--- src/rtl/code_mon_pkg.sv ---
// rtl/code_mon_pkg.sv - shared state encodings and counter-code successor table
package code_mon_pkg;

    typedef enum logic [1:0] {
        HUNT   = 2'd0,
        LOCKED = 2'd1,
        ERR    = 2'd2
    } mon_state_t;

    // A lap completes on this transition.
    localparam logic [2:0] LAP_FROM = 3'b001;
    localparam logic [2:0] LAP_TO   = 3'b011;

    // Code sequence of the upstream counter; 000 is an entry-only code and never a successor.
    function automatic logic [2:0] succ_code(input logic [2:0] code);
        logic [2:0] nxt;
        case (code)
            3'b000:  nxt = 3'b011;
            3'b011:  nxt = 3'b010;
            3'b010:  nxt = 3'b110;
            3'b110:  nxt = 3'b111;
            3'b111:  nxt = 3'b101;
            3'b101:  nxt = 3'b100;
            3'b100:  nxt = 3'b001;
            3'b001:  nxt = 3'b011;
            default: nxt = 3'b011;
        endcase
        return nxt;
    endfunction

endpackage

--- src/rtl/code_succ.sv ---
// rtl/code_succ.sv - combinational successor lookup for the counter code
module code_succ
    import code_mon_pkg::*;
(
    input  logic [2:0] code,
    output logic [2:0] next_code
);

    assign next_code = succ_code(code);

endmodule

--- src/rtl/code_monitor.sv ---
// rtl/code_monitor.sv - lock/lap/error monitor for the upstream counter code stream
module code_monitor
    import code_mon_pkg::*;
#(
    parameter int LOCK_CNT = 3,
    parameter int CNT_W    = 8
) (
    input  logic             clk,
    input  logic             rst,
    input  logic [2:0]       code_in,
    input  logic             in_valid,
    input  logic             clr_cnt,
    output logic [1:0]       state,
    output logic             locked,
    output logic             err_pulse,
    output logic             lap_pulse,
    output logic [CNT_W-1:0] err_cnt,
    output logic [CNT_W-1:0] lap_cnt
);

    localparam logic [3:0]       LOCK_TGT = 4'(LOCK_CNT);
    localparam logic [CNT_W-1:0] CNT_MAX  = {CNT_W{1'b1}};

    mon_state_t state_q, state_d;
    logic [3:0] good_run_q, good_run_d;
    logic [2:0] prev_code;
    logic       prev_vld;
    logic [2:0] expect_code;
    logic       judged;
    logic       legal;
    logic       err_hit;
    logic       lap_hit;

    code_succ u_succ (
        .code      (prev_code),
        .next_code (expect_code)
    );

    // A sample is only judged once a previous code exists.
    assign judged = in_valid && prev_vld;
    assign legal  = judged && (code_in == expect_code);

    always_comb begin
        state_d    = state_q;
        good_run_d = good_run_q;
        err_hit    = 1'b0;
        lap_hit    = 1'b0;
        case (state_q)
            HUNT: begin
                if (legal) begin
                    if (good_run_q + 4'd1 == LOCK_TGT) begin
                        state_d    = LOCKED;
                        good_run_d = 4'd0;
                    end else begin
                        good_run_d = good_run_q + 4'd1;
                    end
                end else if (judged) begin
                    good_run_d = 4'd0;
                end
            end
            LOCKED: begin
                if (legal) begin
                    lap_hit = (prev_code == LAP_FROM) && (code_in == LAP_TO);
                end else if (in_valid) begin
                    // Covers 000 as well: it never follows any code.
                    state_d = ERR;
                    err_hit = 1'b1;
                end
            end
            ERR: begin
                state_d    = HUNT;
                good_run_d = 4'd0;
            end
            default: begin
                state_d    = HUNT;
                good_run_d = 4'd0;
            end
        endcase
    end

    always_ff @(posedge clk or posedge rst) begin
        if (rst) begin
            state_q    <= HUNT;
            good_run_q <= 4'd0;
            locked     <= 1'b0;
            err_pulse  <= 1'b0;
            lap_pulse  <= 1'b0;
            prev_code  <= 3'b000;
            prev_vld   <= 1'b0;
            err_cnt    <= '0;
            lap_cnt    <= '0;
        end else begin
            state_q    <= state_d;
            good_run_q <= good_run_d;
            locked     <= (state_d == LOCKED);
            err_pulse  <= err_hit;
            lap_pulse  <= lap_hit;
            if (in_valid) begin
                prev_code <= code_in;
                prev_vld  <= 1'b1;
            end
            // Clear wins over a same-cycle increment; the pulses are unaffected.
            if (clr_cnt) begin
                err_cnt <= '0;
                lap_cnt <= '0;
            end else begin
                if (err_hit && err_cnt != CNT_MAX) begin
                    err_cnt <= err_cnt + 1'b1;
                end
                if (lap_hit) begin
                    lap_cnt <= lap_cnt + 1'b1;
                end
            end
        end
    end

    assign state = state_q;

endmodule

--- config.mk ---
export PLATFORM = sky130hd
export DESIGN_NAME = code_monitor
export DESIGN_NICKNAME = d
export VERILOG_FILES = /design/src/rtl/code_mon_pkg.sv /design/src/rtl/code_succ.sv /design/src/rtl/code_monitor.sv
export SDC_FILE = /design/constraint.sdc
export NUM_CORES = 1
export LEC_CHECK = 0
export CORE_UTILIZATION = 51
export DETAILED_ROUTE_END_ITERATION = 10
export GPL_TIMING_DRIVEN = 1
export PLACE_DENSITY_LB_ADDON = 0.25
export SLEW_MARGIN = 20
export SYNTH_ARGS = -nofsm -noshare
export SYNTH_HDL_FRONTEND = slang
export SYNTH_SLANG_ARGS = --single-unit
--- constraint.sdc ---
create_clock -name clk -period 2.2 [get_ports clk]
set_input_delay 0.55 -clock clk [delete_from_list [all_inputs] [get_ports clk]]
set_output_delay 0.55 -clock clk [all_outputs]
set_load 0.05 [all_outputs]
# ---- Word level (Yosys, flattened, before mapping)
# Memory sizes are Yosys's and may differ from the RTL's.
# Cells that the tools add are included.
dict set report op_classes {
  add_sub_neg 3
  eq_ne 8
  muxes 18
  bitwise 1
  reduce_logical 8
}
# operator n
set ops {}
lappend ops {{$mux 8} 4}
lappend ops {{$add 8x1->8 const B} 2}
lappend ops {{$mux 4} 3}
lappend ops {{$mux 2} 4}
lappend ops {{$ne 8x8->1 const B} 1}
lappend ops {{$pmux 4 s2} 1}
lappend ops {{$mux 1} 5}
lappend ops {{$add 4x1->4 const B} 1}
lappend ops {{$eq 2x1->1 const B} 2}
lappend ops {{$eq 4x2->1 const B} 1}
lappend ops {{$logic_and 1x1->1} 4}
lappend ops {{$pmux 2 s2} 1}
lappend ops {{$reduce_bool 2->1} 2}
lappend ops {{$eq 3x1->1 const B} 1}
lappend ops {{$eq 3x2->1 const B} 1}
lappend ops {{$eq 3x3->1} 1}
lappend ops {{$ne 3x3->1 const B} 1}
lappend ops {{$logic_not 2->1} 1}
lappend ops {{$reduce_and 2->1} 1}
lappend ops {{$not 1->1} 1}
dict set report word_totals {
  register_bits 29
  romBits 24
  in_bits 7
  output_inout_bits 21
  wordCells 48
  mem_count 1
}
# name words width rd rd_ports_with_merged_regs wr line
set memory_table {}
lappend memory_table {{(name not given)} 8 3 1 0 0 code_mon_pkg.sv:17} ;# case (code)

# ---- Logic depth before layout (Yosys ltp)
# Gate-level depths: netlist (run 1).
# An unclocked memory read counts as a cell.
dict set report logic_depth {
  depth_word 8
  depth_mapped 7
  ltp_nobuf 6
}

# ---- Hierarchy
# From an unflattened synthesis (run 1), not the netlist that was laid out.
dict set report hier_totals {
  hier_cells 157
  hier_area_um2 1546.5
}
# mod instances cells_each area_per_inst_um2 seq_area_each_um2
set by_module_without_submodules {}
lappend by_module_without_submodules {code_monitor 1 151 1512.7 725.7}
lappend by_module_without_submodules {code_succ 1 6 33.8 0.0}

# ---- Least setup slack after synthesis (run 1)
# No wires, ideal clock.
dict set report synth_path {
  path_kind {flip-flop to flip-flop}
  startpoint {register err_cnt[0]}
  endpoint {register err_cnt[5]}
  setup_time_ns 0.078
  arrival_time_ns 1.833
  t_required_ns 2.122
  path_slack_ns 0.290
  stages_incl_launch_ff 7
  n_path_buf 0
  synth_period_minus_slack_ns 1.910
  cell_sequence {dfrtp_1 ha_1 nand4_1 and3_1 nand4_1 or4_1 a21oi_1}
}
dict set report synth_via {
  elab_chain_len 3
  word_cells_on_any_way 6
  classes_between {1 x add/sub; 1 x eq/ne; 2 x mux; 2 x reduce/logical}
}
# item line
set synth_lines {}
lappend synth_lines {{from (decl)} code_monitor.sv:17} ;# output logic [CNT_W-1:0] err_cnt,
lappend synth_lines {{from (signal assigned)} code_monitor.sv:108} ;# err_cnt <= err_cnt + 1'b1;
lappend synth_lines {{$add 8x1->8 or $ne 8x8->1 (tied branches)} {code_monitor.sv:108, code_monitor.sv:107}}
lappend synth_lines {{$mux 8 or $logic_and 1x1->1 (tied branches)} code_monitor.sv:107} ;# if (err_hit && err_cnt != CNT_MAX) begin
lappend synth_lines {{$mux 8 or $reduce_bool 2->1 (tied branches)} -}
# Parallel ways exist; a longest one is shown, timed or not. The select of a mux whose other input is x is not followed.
# A chain may end at the register's enable or synchronous reset.

# ---- Worst setup path after layout (run 1)
dict set report layout_path {
  startpoint {input port code_in[0]}
  endpoint {register err_cnt[5]}
}
dict set report layout_via {
  elab_chain_len 6
}
# item line
set layout_lines {}
lappend layout_lines {{from (decl)} code_monitor.sv:10} ;# input logic [2:0] code_in,
lappend layout_lines {{$eq 3x3->1} code_monitor.sv:41} ;# assign legal = judged && (code_in == expect_code);
lappend layout_lines {{$logic_and 1x1->1} code_monitor.sv:41}
lappend layout_lines {{$mux 1} code_monitor.sv:62} ;# if (legal) begin
lappend layout_lines {{$mux 1} code_monitor.sv:48} ;# case (state_q)
lappend layout_lines {{$logic_and 1x1->1} code_monitor.sv:107}
lappend layout_lines {{$reduce_bool 2->1 (no source line)} -}
# No other way between the ends.

==> qor.txt, run 1 <==
Reg2reg path depth - 6
Yosys Warn Count - 0
RSZ-0062 raised after global routing - true
Pre-antenna DRT Iters - 4
Clock Latency Late Sink - 320 ps
Area growth from synthesis to layout - 32.6%
Gr usage total - 24.1%
M2 GR Usage - 41.5%
Die width - 56.0 um
Final instance count without filler cells - 226
Min-Delay Endpoint - prev_vld
Period utilization - 99.0%
Critical path peak fanout - 5
Starting Density - 53.9%
Post-synthesis sequential area ratio - 48.8%
Core area - 0.00276 mm2
Setup crit start kind - input port
GRT Max-Usage Layer - met2
Final Skew - 4.85 ps
Vias per cell - 5.77
Post-Syn Area - 0.00149 mm2
PwrDens - 519 mW/mm2
DP HPWL - 2.47 mm
Number of synthesized flops with an enable pin - 0
R2r setup slk - 180 ps
Fin Setup TNS - 0 ps
Total gr overflow - 0
Tot Pwr - 1.02 mW
Dominant cell type by area after synthesis - dfrtp_1
Main flop type after synthesis - dfrtp_1
First-pass GRT wire length - 5.74 mm
Nets - 205
Synth Register Bits - 29
WS Path Type - in2reg
Status - completed
# rows - 19
Leak - 0.938 nW
Hold Violations, Final - 0
Met1 global-route usage - 26.7%
Syn nets - 162
Worst R2R Start - prev_code[1]
Synth Instances - 151
Netlist cell types - 39
Die Ht - 56.0 um
DRC Markers - 0
Final hold slack - 551 ps
I/O Buffers - 27
Placed Cells - 218
CTS Buf Count - 5
Pre-CTS setup slack - -484 ps
Max Clk Rate - 459 MHz
Slew Limit Fails - 0
Final min period - 2180 ps
DR WL/cell - 14.7 um
Clock tree buffer depth - 2
Top-area cell type share of the netlist area - 48.8%
CTS sink cnt - 29
Initial DRC count - 37
Critical Path AT - 2440 ps
Largest net degree at the start of global routing - 30
Min-delay src - prev_vld
RePlAce Congestion - 0.822
Initial antenna violation count - 0
Final WS setup - 23.1 ps
Die ar. - 0.00313 mm2
CTS Root Cell - clkbuf_4
Peak supply drop - 460 uV
Hold depth - 1
Routing usage on met3 - 7.67%
Worst slew pin tran - 512 ps
CTS clk-pin slew, worst paths - 90 ps
Top cells by area, synth - dfrtp_1, xor2_1, nor2_1
Antenna cells - 0
Max_slew headroom - 65.8%
H-tree Lvls - 2
Vias in the first global route - 1340
Number of hold buffers added after CTS - 0
Reg2reg end - err_cnt[5]
Detail Route Antenna Nets - 0
Critical Path RT - 2460 ps
Filler cell count - 239
CP Capture Type - flop
Asr flop ratio synth - 100%
Final wirelength - 3.33 mm
Max-cap viol count - 0
Ports - 28
TritonCTS clock tree - built
Final Setup Violations - 0
Share of cells above drive strength 1 - 15.4%
Worst min-delay path category - reg2reg
Avg Inst Size Synth - 9.84 um2
Vias - 1304
critical path, cell delays in order:
cell             delay (ps)
clkdlybuf4s50_1         460
nand2_1                 100
a21oi_1                  50
a211o_1                 320
o21a_1                  250
or4_1                   550
a21oi_2                 150
power by group:
part / total (mW) / internal, mW / switching (mW)
clock network: 0.364 / 0.185 / 0.179
registers: 0.554 / 0.542 / 0.0121
logic: 0.106 / 0.0472 / 0.0584
total: 1.02 / 0.774 / 0.250
Yosys cell counts (2+ instances only):
cell type   n
dfrtp_1    29
nor2_1     14
nand2_1    11
nand4_1     8
xor2_1      8
a21oi_1     7
and3_1      6
o21ai_0     6
or3_1       5
ha_1        4
nand3_1     4
nor2b_1     4
o31ai_1     4
a31oi_1     3
inv_1       3
mux2_2      3
nand2b_1    3
a211oi_1    2
and2_1      2
buf_2       2
clkbuf_1    2
mux2i_1     2
nor3_1      2
or4_1       2
per-stage QoR:
stage | util (%) | area, um2
global route | 71.5 | 1970
detailed placement | 68.1 | 1880
floorplan | - | 1490
finish | 71.5 | 1970
global placement | 68.1 | 1880
CTS | 70.6 | 1950
flip-flops by register name (all words and copies together) (netlist names):
register	cells
lap_cnt	8
prev_vld	1
state	2
good_run_q	4
prev_code	3
lap_pulse	1
err_pulse	1
err_cnt	8
locked	1
how the worst max path moves through the flow:
stage            endpoint  cells past startpoint  startpoint  slack (ps)
2_1_floorplan  err_cnt[5]                      6  err_cnt[0]         290
3_3_place_gp   err_cnt[5]                      7  code_in[2]        -350
3_5_place_dp   err_cnt[4]                      7  code_in[2]        -480
4_1_cts        lap_cnt[0]                      1  lap_cnt[0]           7
5_1_grt        err_cnt[5]                      7  code_in[0]         -20
6_report       err_cnt[5]                      7  code_in[0]          20
repair_timing:
| item | CTS | global route |
|---|---|---|
| buffers inserted | 0 | 0 |
| endpoints found under the setup margin | 8 | 7 |
| cloned | 0 | 0 |
| gates resized for setup | 3 | 6 |
| pin swaps | 1 | 1 |
kinds of logic (layout without fill, tap and decap cells):
| kind of cell | count (synthesis) | in the layout | share of synthesized area, % |
|---|---|---|---|
| compound gates | 29 | 29 | 12.2 |
| xor+xnor | 9 | 9 | 5.30 |
| fa+ha+maj | 4 | 4 | 3.37 |
| buf+inv | 8 | 52 | 2.19 |
| flops | 29 | 29 | 48.8 |
| mux | 5 | 5 | 3.62 |
| simple gates | 67 | 67 | 24.5 |
cell type report:
type / instances / area, um2 / area share (%)
clock inverter: 1 / 5.00 / 0.254
timing repair buffer: 41 / 379 / 19.2
tap: 31 / 38.8 / 1.97
multi-input combinational: 114 / 746 / 37.8
clock buffer: 7 / 65.1 / 3.30
sequential: 29 / 726 / 36.8
inverter: 3 / 11.3 / 0.571
cells in the final DEF (no fill, tap or decap), drive strengths merged, types with 2 or more instances in the layout:
cell,n
xor2,8
inv,3
nand3,4
a21oi,7
dlygate4sd2,3
clkdlybuf4s50,21
clkbuf,7
nor3,2
nand2b,3
buf,14
or4,2
mux2i,2
mux2,3
or3,5
and2,2
o31ai,4
nand2,11
nor2b,4
dlymetal6s2s,3
o21ai,7
ha,4
a211oi,2
nand4,8
a31oi,3
nor2,14
dfrtp,29
and3,6
per-layer routing:
layer,vias to the layer above,routed length (um)
met4,0,76
met3,10,162
met1,619,1350
met2,36,1740
met5,-,0
li1,639,-
No activity file was read; power rests on OpenSTA's default activity.
==> inputs of run 2 (changes only) <==
- clock period: 2.2 -> 2.4 ns (I/O delays scaled with it)
==> qor.txt, run 2 (synthesis results as in run 1) <==
Status - completed
Commonest cells after routing, fill and taps aside - dfrtp_1, clkdlybuf4s50_1, buf_4, nor2_1, nand2_1
Filler cell count - 227
Vias in the first global route - 1267
Final hold slack - 548 ps
Period utilization - 97.0%
Area growth from synthesis to layout - 31.9%
Critical path peak fanout - 5
# Post-CTS Setup Buffers - 0
Dpl cell area - 0.00189 mm2
Max_slew headroom - 65.8%
Initial antenna violation count - 0
Peak supply drop - 356 uV
Final Skew - 12.9 ps
Max-cap viol count - 0
CTS sink cnt - 29
Pre-CTS setup slack - -306 ps
Core area - 0.00276 mm2
Total gr overflow - 0
Ports - 28
# rows - 19
Commonest non-fill, non-tap cell in the layout - dfrtp_1
Die Ht - 56.0 um
Slowest-stage cell, CP - clkdlybuf4s50_1
Antenna cells - 0
TritonCTS clock tree - built
Starting Density - 53.9%
CP Capture Type - flop
Leak - 0.886 nW
Design Area, Final - 0.00196 mm2
Setup crit start kind - input port
Placed Cells - 219
H-tree Lvls - 2
DP HPWL - 2.30 mm
Clock tree buffer depth - 2
Final WS setup - 71.8 ps
First-pass GRT wire length - 5.34 mm
Cells along the critical path - clkdlybuf4s50_1, or3_1, a21oi_1, a211o_1, o21a_2, or4_1, a21oi_1
Worst slew pin tran - 511 ps
Share of cells above drive strength 1 - 14.8%
Critical Path AT - 2580 ps
DRC Markers - 0
Final instance count without filler cells - 227
Fin Setup TNS - 0 ps
Critical Path RT - 2650 ps
Die ar. - 0.00313 mm2
CTS Buf Count - 5
Final Setup Violations - 0
Worst min-delay path category - reg2reg
Clock Latency Late Sink - 330 ps
Largest regs - err_cnt: 8 flops, lap_cnt: 8 flops, good_run_q: 4 flops
WS Path Type - in2reg
Detail Route Antenna Nets - 0
Die width - 56.0 um
Initial DRC count - 53
Pre-antenna DRT Iters - 4
Max Clk Rate - 430 MHz
Number of hold buffers added after CTS - 0
Final wirelength - 3.20 mm
CTS clk-pin slew, worst paths - 90 ps
Hold Violations, Final - 0
Largest net degree at the start of global routing - 30
Slowest stage delay, CP - 540 ps
DR WL/cell - 14.1 um
RePlAce Congestion - 0.843
Vias - 1312
Nets - 206
Gr usage total - 22.5%
Slew Limit Fails - 0
Vias per cell - 5.78
Final min period - 2330 ps
Tot Pwr - 943 uW
Most frequent CP cell - a21oi_1
CTS Root Cell - clkbuf_4
I/O Buffers - 27
PwrDens - 481 mW/mm2
Fin util - 71.1%
-- run 2: report_power, final --
| part | leakage [nW] | switching, mW | internal (mW) | total [mW] |
|---|---|---|---|---|
| clock network | 0.0413 | 0.171 | 0.170 | 0.340 |
| registers | 0.393 | 0.0110 | 0.497 | 0.508 |
| logic | 0.452 | 0.0510 | 0.0445 | 0.0956 |
| total | 0.886 | 0.233 | 0.711 | 0.943 |
-- run 2: path summary, 6_finish.rpt --
path / slack, ps / cells past startpoint / startpoint / end
hold reg to reg: 550 / 1 / prev_vld / prev_vld
max in group asynchronous: 1500 / 3 / rst / prev_code[1]
min in group asynchronous: 630 / 3 / rst / lap_cnt[3]
hold / removal: 550 / 1 / prev_vld / prev_vld
setup / recovery: 70 / 7 / code_in[1] / err_cnt[5]
setup reg to reg: 450 / 6 / prev_code[1] / err_cnt[5]
-- run 2: area by class of cell --
cell class	count	area, um2	area share (%)
Sequential cell	29	726	37.0
Multi-Input combinational cell	114	729	37.2
Tap cell	31	38.8	1.98
Clock buffer	7	65.1	3.32
Timing Repair Buffer	42	385	19.7
Clock inverter	1	5.00	0.255
Inverter	3	11.3	0.574
-- run 2: repair_timing --
action / in CTS / in global routing
gates resized for setup: 0 / 2
hold endpoints to repair: 0 / 0
endpoints found under the setup margin: 0 / 3
-- run 2: layer usage --
layer	vias up	share of wire, %	GRT usage [%]
li1	640	-	-
met1	621	42	26.2
met2	45	51	36.7
met3	6	5.4	8.60
met4	0	1.3	10.1
met5	-	0	0
-- run 2: critical path, delay by kind of cell --
family	cells	cell delay [ps]
AO/OA/AOI/OAI	4	810
AND/OR/NAND/NOR	2	640
buffers and inverters	1	540
